==> config.mk <==
export PLATFORM = sky130hd
export DESIGN_NAME = player_damage_ctrl
export DESIGN_NICKNAME = d
export VERILOG_FILES = /design/src/rtl/game_pkg.sv /design/src/rtl/aabb_overlap.sv /design/src/rtl/player_damage_ctrl.sv
export SDC_FILE = /design/constraint.sdc
export NUM_CORES = 1
export LEC_CHECK = 0
export ABC_AREA = 1
export CAP_MARGIN = 15
export CORE_ASPECT_RATIO = 0.7
export CORE_UTILIZATION = 61
export CTS_BUF_LIST = sky130_fd_sc_hd__clkbuf_8
export DETAILED_ROUTE_END_ITERATION = 8
export DONT_BUFFER_PORTS = 1
export PLACE_DENSITY = 0.77
export RECOVER_POWER = 100
export SKIP_LAST_GASP = 1
export SYNTH_ARGS = -nofsm -noshare
export SYNTH_HDL_FRONTEND = slang
export SYNTH_HIERARCHICAL = 1
export SYNTH_SLANG_ARGS = --single-unit
==> constraint.sdc <==
create_clock -name sim_clk -period 3.2 [get_ports sim_clk]
set_clock_uncertainty 0.1 [all_clocks]
set_input_delay 0.64 -clock sim_clk [delete_from_list [all_inputs] [get_ports sim_clk]]
set_output_delay 0.64 -clock sim_clk [all_outputs]
set_load 0.01 [all_outputs]
==> src/rtl/game_pkg.sv <==
`default_nettype none
// ============================================================================
// Module : game_pkg
// Shared damage-controller state encoding, default tuning constants and a
// counter-width helper.
// Rev    : 1.0 - initial release
// ============================================================================
package game_pkg;

    typedef enum logic [1:0] {
        IDLE      = 2'd0,
        KNOCKBACK = 2'd1,
        INVULN    = 2'd2,
        DEAD      = 2'd3
    } dmg_state_e;

    localparam int DEF_MAX_HEALTH       = 3;
    localparam int DEF_KNOCKBACK_FRAMES = 8;
    localparam int DEF_INVULN_FRAMES    = 60;
    localparam int DEF_KNOCK_SPEED      = 2;
    localparam int DEF_STOMP_MARGIN     = 4;

    // Wide enough to hold the larger of the two frame counts.
    function automatic int cnt_width(input int a, input int b);
        int m;
        m = (a > b) ? a : b;
        return (m < 2) ? 1 : $clog2(m + 1);
    endfunction

endpackage
`default_nettype wire

==> src/rtl/aabb_overlap.sv <==
`default_nettype none
// ============================================================================
// Module : aabb_overlap
// Combinational inclusive axis-aligned box overlap test, wrap-free 11-bit sums.
// Rev    : 1.0 - initial release
// ============================================================================
module aabb_overlap (
    input  logic [9:0] a_x_i,
    input  logic [9:0] a_y_i,
    input  logic [9:0] a_w_i,
    input  logic [9:0] a_h_i,
    input  logic [9:0] b_x_i,
    input  logic [9:0] b_y_i,
    input  logic [9:0] b_w_i,
    input  logic [9:0] b_h_i,
    output logic       overlap_o
);

    logic [10:0] w_a_right;
    logic [10:0] w_a_bottom;
    logic [10:0] w_b_right;
    logic [10:0] w_b_bottom;

    assign w_a_right  = {1'b0, a_x_i} + {1'b0, a_w_i};
    assign w_a_bottom = {1'b0, a_y_i} + {1'b0, a_h_i};
    assign w_b_right  = {1'b0, b_x_i} + {1'b0, b_w_i};
    assign w_b_bottom = {1'b0, b_y_i} + {1'b0, b_h_i};

    assign overlap_o = ({1'b0, a_x_i} <= w_b_right)  &&
                       ({1'b0, b_x_i} <= w_a_right)  &&
                       ({1'b0, a_y_i} <= w_b_bottom) &&
                       ({1'b0, b_y_i} <= w_a_bottom);

endmodule
`default_nettype wire

==> src/rtl/player_damage_ctrl.sv <==
`default_nettype none
// ============================================================================
// Module : player_damage_ctrl
// Player hit / knockback / invulnerability / death sequencer against one enemy.
// Optional macro SLIME_STOMP_EN: landing on the enemy's top band is harmless
// and raises stomp_pulse instead of a hit.
// Rev    : 1.0 - initial release
// ============================================================================
module player_damage_ctrl
    import game_pkg::*;
#(
    parameter int MAX_HEALTH       = DEF_MAX_HEALTH,
    parameter int KNOCKBACK_FRAMES = DEF_KNOCKBACK_FRAMES,
    parameter int INVULN_FRAMES    = DEF_INVULN_FRAMES,
    parameter int KNOCK_SPEED      = DEF_KNOCK_SPEED,
    parameter int STOMP_MARGIN     = DEF_STOMP_MARGIN
) (
    input  logic        sim_clk,
    input  logic        reset_n,
    input  logic        frame_tick,
    input  logic [19:0] playerPos,
    input  logic [9:0]  player_width,
    input  logic [9:0]  player_height,
    input  logic [9:0]  enemy_x,
    input  logic [9:0]  enemy_y,
    input  logic [9:0]  enemy_width,
    input  logic [9:0]  enemy_height,
    output logic [2:0]  health,
    output logic        hit_pulse,
    output logic        knockback_active,
    output logic [9:0]  knockback_dx,
    output logic        invulnerable,
    output logic        player_dead,
    output logic        stomp_pulse
);

    localparam int         CNT_W    = cnt_width(KNOCKBACK_FRAMES, INVULN_FRAMES);
    localparam logic [9:0] DX_RIGHT = 10'(KNOCK_SPEED);
    localparam logic [9:0] DX_LEFT  = 10'(0 - KNOCK_SPEED);

    logic [9:0]  w_px;
    logic [9:0]  w_py;
    logic        w_overlap;
    logic        w_stomp;
    logic [10:0] w_feet;
    logic [10:0] w_band;

    dmg_state_e       state_q,  state_d;
    logic [CNT_W-1:0] cnt_q,    cnt_d;
    logic [2:0]       health_q, health_d;
    logic             dir_right_q, dir_right_d;
    logic             hit_q,    hit_d;
    logic             kb_q,     kb_d;
    logic             inv_q,    inv_d;
    logic             dead_q,   dead_d;
    logic [9:0]       dx_q,     dx_d;

    assign w_px = playerPos[19:10];
    assign w_py = playerPos[9:0];

    aabb_overlap u_overlap (
        .a_x_i     (w_px),
        .a_y_i     (w_py),
        .a_w_i     (player_width),
        .a_h_i     (player_height),
        .b_x_i     (enemy_x),
        .b_y_i     (enemy_y),
        .b_w_i     (enemy_width),
        .b_h_i     (enemy_height),
        .overlap_o (w_overlap)
    );

    // Player's feet sit within the enemy's top band.
    assign w_feet = {1'b0, w_py} + {1'b0, player_height};
    assign w_band = {1'b0, enemy_y} + 11'(STOMP_MARGIN);

`ifdef SLIME_STOMP_EN
    logic stomp_q, stomp_d;
    assign w_stomp = (w_feet <= w_band);
`else
    logic w_unused_stomp;
    assign w_stomp        = 1'b0;
    assign w_unused_stomp = ^{w_feet, w_band};
`endif

    always_comb begin
        state_d     = state_q;
        cnt_d       = cnt_q;
        health_d    = health_q;
        dir_right_d = dir_right_q;
        hit_d       = 1'b0;
`ifdef SLIME_STOMP_EN
        stomp_d     = 1'b0;
`endif

        case (state_q)
            IDLE: begin
                if (frame_tick && w_overlap) begin
                    if (w_stomp) begin
`ifdef SLIME_STOMP_EN
                        stomp_d = 1'b1;
`endif
                    end else begin
                        health_d    = (health_q != 3'd0) ? health_q - 3'd1 : 3'd0;
                        hit_d       = 1'b1;
                        dir_right_d = (w_px >= enemy_x);
                        if (health_d == 3'd0) begin
                            state_d = DEAD;
                            cnt_d   = '0;
                        end else begin
                            state_d = KNOCKBACK;
                            cnt_d   = CNT_W'(KNOCKBACK_FRAMES);
                        end
                    end
                end
            end
            KNOCKBACK: begin
                if (frame_tick) begin
                    if (cnt_q <= CNT_W'(1)) begin
                        state_d = INVULN;
                        cnt_d   = CNT_W'(INVULN_FRAMES);
                    end else begin
                        cnt_d = cnt_q - CNT_W'(1);
                    end
                end
            end
            INVULN: begin
                if (frame_tick) begin
                    if (cnt_q <= CNT_W'(1)) begin
                        state_d = IDLE;
                        cnt_d   = '0;
                    end else begin
                        cnt_d = cnt_q - CNT_W'(1);
                    end
                end
            end
            default: begin
                state_d  = DEAD;
                health_d = 3'd0;
                cnt_d    = '0;
            end
        endcase

        // Status flags are decoded from the next state so they land on the same edge.
        kb_d   = (state_d == KNOCKBACK);
        inv_d  = (state_d == KNOCKBACK) || (state_d == INVULN);
        dead_d = (state_d == DEAD);
        dx_d   = kb_d ? (dir_right_d ? DX_RIGHT : DX_LEFT) : 10'd0;
    end

    always_ff @(posedge sim_clk or negedge reset_n) begin
        if (!reset_n) begin
            state_q     <= IDLE;
            cnt_q       <= '0;
            health_q    <= 3'(MAX_HEALTH);
            dir_right_q <= 1'b0;
            hit_q       <= 1'b0;
            kb_q        <= 1'b0;
            inv_q       <= 1'b0;
            dead_q      <= 1'b0;
            dx_q        <= 10'd0;
        end else begin
            state_q     <= state_d;
            cnt_q       <= cnt_d;
            health_q    <= health_d;
            dir_right_q <= dir_right_d;
            hit_q       <= hit_d;
            kb_q        <= kb_d;
            inv_q       <= inv_d;
            dead_q      <= dead_d;
            dx_q        <= dx_d;
        end
    end

`ifdef SLIME_STOMP_EN
    always_ff @(posedge sim_clk or negedge reset_n) begin
        if (!reset_n) begin
            stomp_q <= 1'b0;
        end else begin
            stomp_q <= stomp_d;
        end
    end
    assign stomp_pulse = stomp_q;
`else
    assign stomp_pulse = 1'b0;
`endif

    assign health           = health_q;
    assign hit_pulse        = hit_q;
    assign knockback_active = kb_q;
    assign knockback_dx     = dx_q;
    assign invulnerable     = inv_q;
    assign player_dead      = dead_q;

endmodule
`default_nettype wire

==> implementation parameters <==
Parameter                              Value

Outcome
  Result of the run ... finished, violations left
  Violated checks ... setup timing

Global routing
  First-pass GRT wire length ... 17600 um
  Via count of the first global-routing pass ... 3982
  Antenna violations before repair ... 0
  Global-route usage over all layers ... 32.1%
  Maximum number of pins on one net before global-route repair ... 16
  Remaining global-route overflow ... 0

Clock network
  # clock sinks ... 17
  Clk buf depth ... 2
  Clock-pin slew reported for the worst setup and hold paths after clock tree synthesis ... 0.06 ns
  Total clock buffers created by CTS ... 3
  Clock insertion delay at the later pin of the skew report ... 0.25 ns
  H-tree lvl count ... 1
  Clock tree from TritonCTS ... yes
  Master cell of the clock root buffer ... sky130_fd_sc_hd__clkbuf_8

Logic synthesis
  Distinct cell type count of the synthesized netlist ... 41
  Synth top area share ... 30.7%
  Post-synthesis area per instance ... 6.95 um2
  Post-synthesis cell type with the largest combined area ... sky130_fd_sc_hd__ha_1
  Flop and latch count out of synthesis ... 17
  Total number of yosys warnings ... 6
  Netlist area before placement ... 3990 um2
  Gate count after technology mapping ... 574
  Fraction of the yosys area taken by sequential cells ... 10.7%
  Largest cells by area after synthesis ... sky130_fd_sc_hd__ha_1, sky130_fd_sc_hd__nand2_1, sky130_fd_sc_hd__dfrtp_1

Drt
  Vias after detailed routing ... 4006
  Detailed-route wire length per cell ... 15.3 um
  Number of remaining DRC errors ... 0
  Final routed wirelength across all metal layers ... 10900 um
  Count of routing violations after the opening detailed-route iteration ... 249
  Pre-antenna DRT Iters ... 7
  Vias per cell ... 5.62
  Post-route antenna net violation count ... 0

Placement
  PortBufs ... 0
  Placement-stage worst setup slack ... -0.736 ns
  Routability cong. ... 0.935
  Detail Placement HPWL ... 9260 um
  Placed insts ... 703

STA
  Headroom to the max-slew limit ... 52.0%
  Final count of hold timing violations ... 0
  Achievable Freq ... 0.276 GHz
  Transition at the pin with the smallest max-transition slack ... 0.721 ns
  Final Worst Setup Slack ... -0.429 ns
  # setup viols final ... 16
  RSZ-0062 raised after global routing ... yes
  Max Transition Viols Final ... 0
  Setup TNS ... -5.10 ns
  Share of the clock period used by the worst path ... 113%
  Final period demand of the worst path ... 3.63 ns

Setup path
  Slowest stage cell on the critical path ... sky130_fd_sc_hd__fa_2
  Required time of the worst setup path ... 3.25 ns
  Number of cells on the critical path ... 24
  Bufs and invs on worst path ... 5
  Kind of critical path ... input port to flop
  Cells along the critical path ... ha_4, inv_4, fa_2, o21ai_4, buf_4, nand4_2, nand2_2, xnor2_1, ha_1, and3_4, nand4_1, nand2_1, nand3b_1, nand2_1, nor2_2, nand2_2, nor2_4, inv_2, o22ai_2, nor2_2, inv_1, nor2_1, ha_2, inv_2
  Register-to-Register Path Depth ... 11
  Critical path data arrival time ... 3.68 ns
  Max Fanout on Critical Path ... 3
  CP Capture Type ... flop
  CP Launch Type ... input port
  Peak per-stage delay on the critical path ... 0.38 ns
  Kind of cell with the highest combined delay on the critical path ... simple AND/OR/NAND/NOR gates

Die
  # rows ... 24
  Initial Utilization ... 63.6%
  Horizontal extent of the die ... 98.7 um
  Area of the core region ... 6280 um2
  Die extent in y ... 69.7 um
  Die ar. ... 6870 um2
  Number of primary I/O pins ... 101

Finish
  Ant diodes ... 0
  Area growth from synthesis to layout ... 19.5%
  Fraction of final layout cells with drive strength greater than 1 ... 23.8%
  Post-route non-filler standard cell count ... 713
  Number of inserted filler cells in the final layout ... 457
  Highest-count cells in the layout ignoring fill and taps ... sky130_fd_sc_hd__nand2_1, sky130_fd_sc_hd__ha_1, sky130_fd_sc_hd__inv_1, sky130_fd_sc_hd__buf_4, sky130_fd_sc_hd__a21oi_1
  Most common cell after layout, fill and taps aside ... sky130_fd_sc_hd__nand2_1
  Nets@finish ... 821

Power
  Pwr/cell area ... 421 nW/um2
  Static leakage ... 2.59 nW
  Worst voltage drop across the vdd grid ... 0.551 mV
  Overall power consumption ... 0.00201 W

Flow run
  Max-cap violation count ... 0

Worst hold path
  Hold Crit Class ... input port to asynchronous set/reset pin
flip-flops by register name, indices dropped and copies added, names as in the netlist:
signal and count:
knockback_dx 2, cnt_q 6, player_dead 1, invulnerable 1, health 3, dir_right_q 1
hit_pulse 1, state_q 2
cell type report:
type                       instances  area, um2  area share, %
timing repair buffer              66        505           10.6
multi-input combinational        459       3350           70.3
clock buffer                       3       41.3          0.866
inverter                          89        339           7.11
tap                               78       97.6           2.05
sequential                        17        428           8.97
clock inverter                     1       3.75         0.0787
worst paths after layout:
path	to	slack, ns	startpoint
worst min register to register	cnt_q[1]$_DFFE_PN0P_	0.39	cnt_q[1]$_DFFE_PN0P_
worst max register to register	invulnerable$_DFF_PN0_	1.27	state_q[1]$_DFF_PN0_
worst max-delay path	invulnerable$_DFF_PN0_	-0.43	player_height[0]
min in group sim_clk	cnt_q[1]$_DFFE_PN0P_	0.39	cnt_q[1]$_DFFE_PN0P_
worst min-delay path	health[1]$_DFFE_PN1P_	0.12	reset_n
max in group asynchronous	invulnerable$_DFF_PN0_	1.80	reset_n
metrics by stage:
| stage | utilization (%) | instance area [um2] | hold slack [ns] |
|---|---|---|---|
| finish | 76.0 | 4770 | 0.124 |
| global route | 76.0 | 4770 | 0.110 |
| CTS | 74.6 | 4680 | 0.123 |
| detailed placement | 72.1 | 4520 | 0.245 |
| global placement | 72.1 | 4520 | 0.245 |
| floorplan | - | 4050 | 0.244 |
synthesized netlist by cell type, drive strengths merged:
master	n
nor3	5
o21ai	21
o22ai	1
a31oi	3
nor2	37
or2	3
nand3	32
ha	98
fa	4
xnor2	10
o221ai	1
o2111ai	1
dfstp	2
o211ai	3
a21oi	52
nand2	143
xor2	20
dfrtp	15
inv	87
nand4	12
buf	10
conb	1
nand3b	1
o21a	2
clkinv	2
and3	1
a21o	5
nor4b	1
o21bai	1
routing by layer:
| metal | vias to the layer above | part of all wire [%] | track usage (%) |
|---|---|---|---|
| li1 | 2022 | - | - |
| met1 | 1796 | 44 | 41.7 |
| met2 | 167 | 46 | 54.8 |
| met3 | 21 | 8.0 | 5.65 |
| met4 | 0 | 1.5 | 8.79 |
| met5 | - | 0 | 0 |
cells by family (layout without fill, tap and decap cells):
group                    count (synthesis)  count (layout)  share of synthesized area (%)
adder cells (fa/ha/maj)                102             102                           32.7
flip-flops                              17              17                           10.7
AO/OA/AOI/OAI                           90              90                           13.1
buffers and inverters                   99             159                           10.3
XOR/XNOR                                30              30                           6.59
other                                    1               2                         0.0940
AND/OR/NAND/NOR                        235             235                           26.5
power by group:
part	switching, W	internal, W
Combinational	0.000867	0.000646
Clock	0.0000710	0.0000852
Sequential	0.0000653	0.000274
Total	0.00100	0.00101
timing repair:
item                                   4_1_cts  5_1_grt
setup endpoints to repair                   16       17
pin swaps                                   21       19
gates cloned                                 0        0
hold buffers                                 1        0
gates resized for setup                     21       18
endpoints found under the hold margin       15        0
setup buffers                                4        3
No activity file was read; power rests on OpenSTA's default activity.
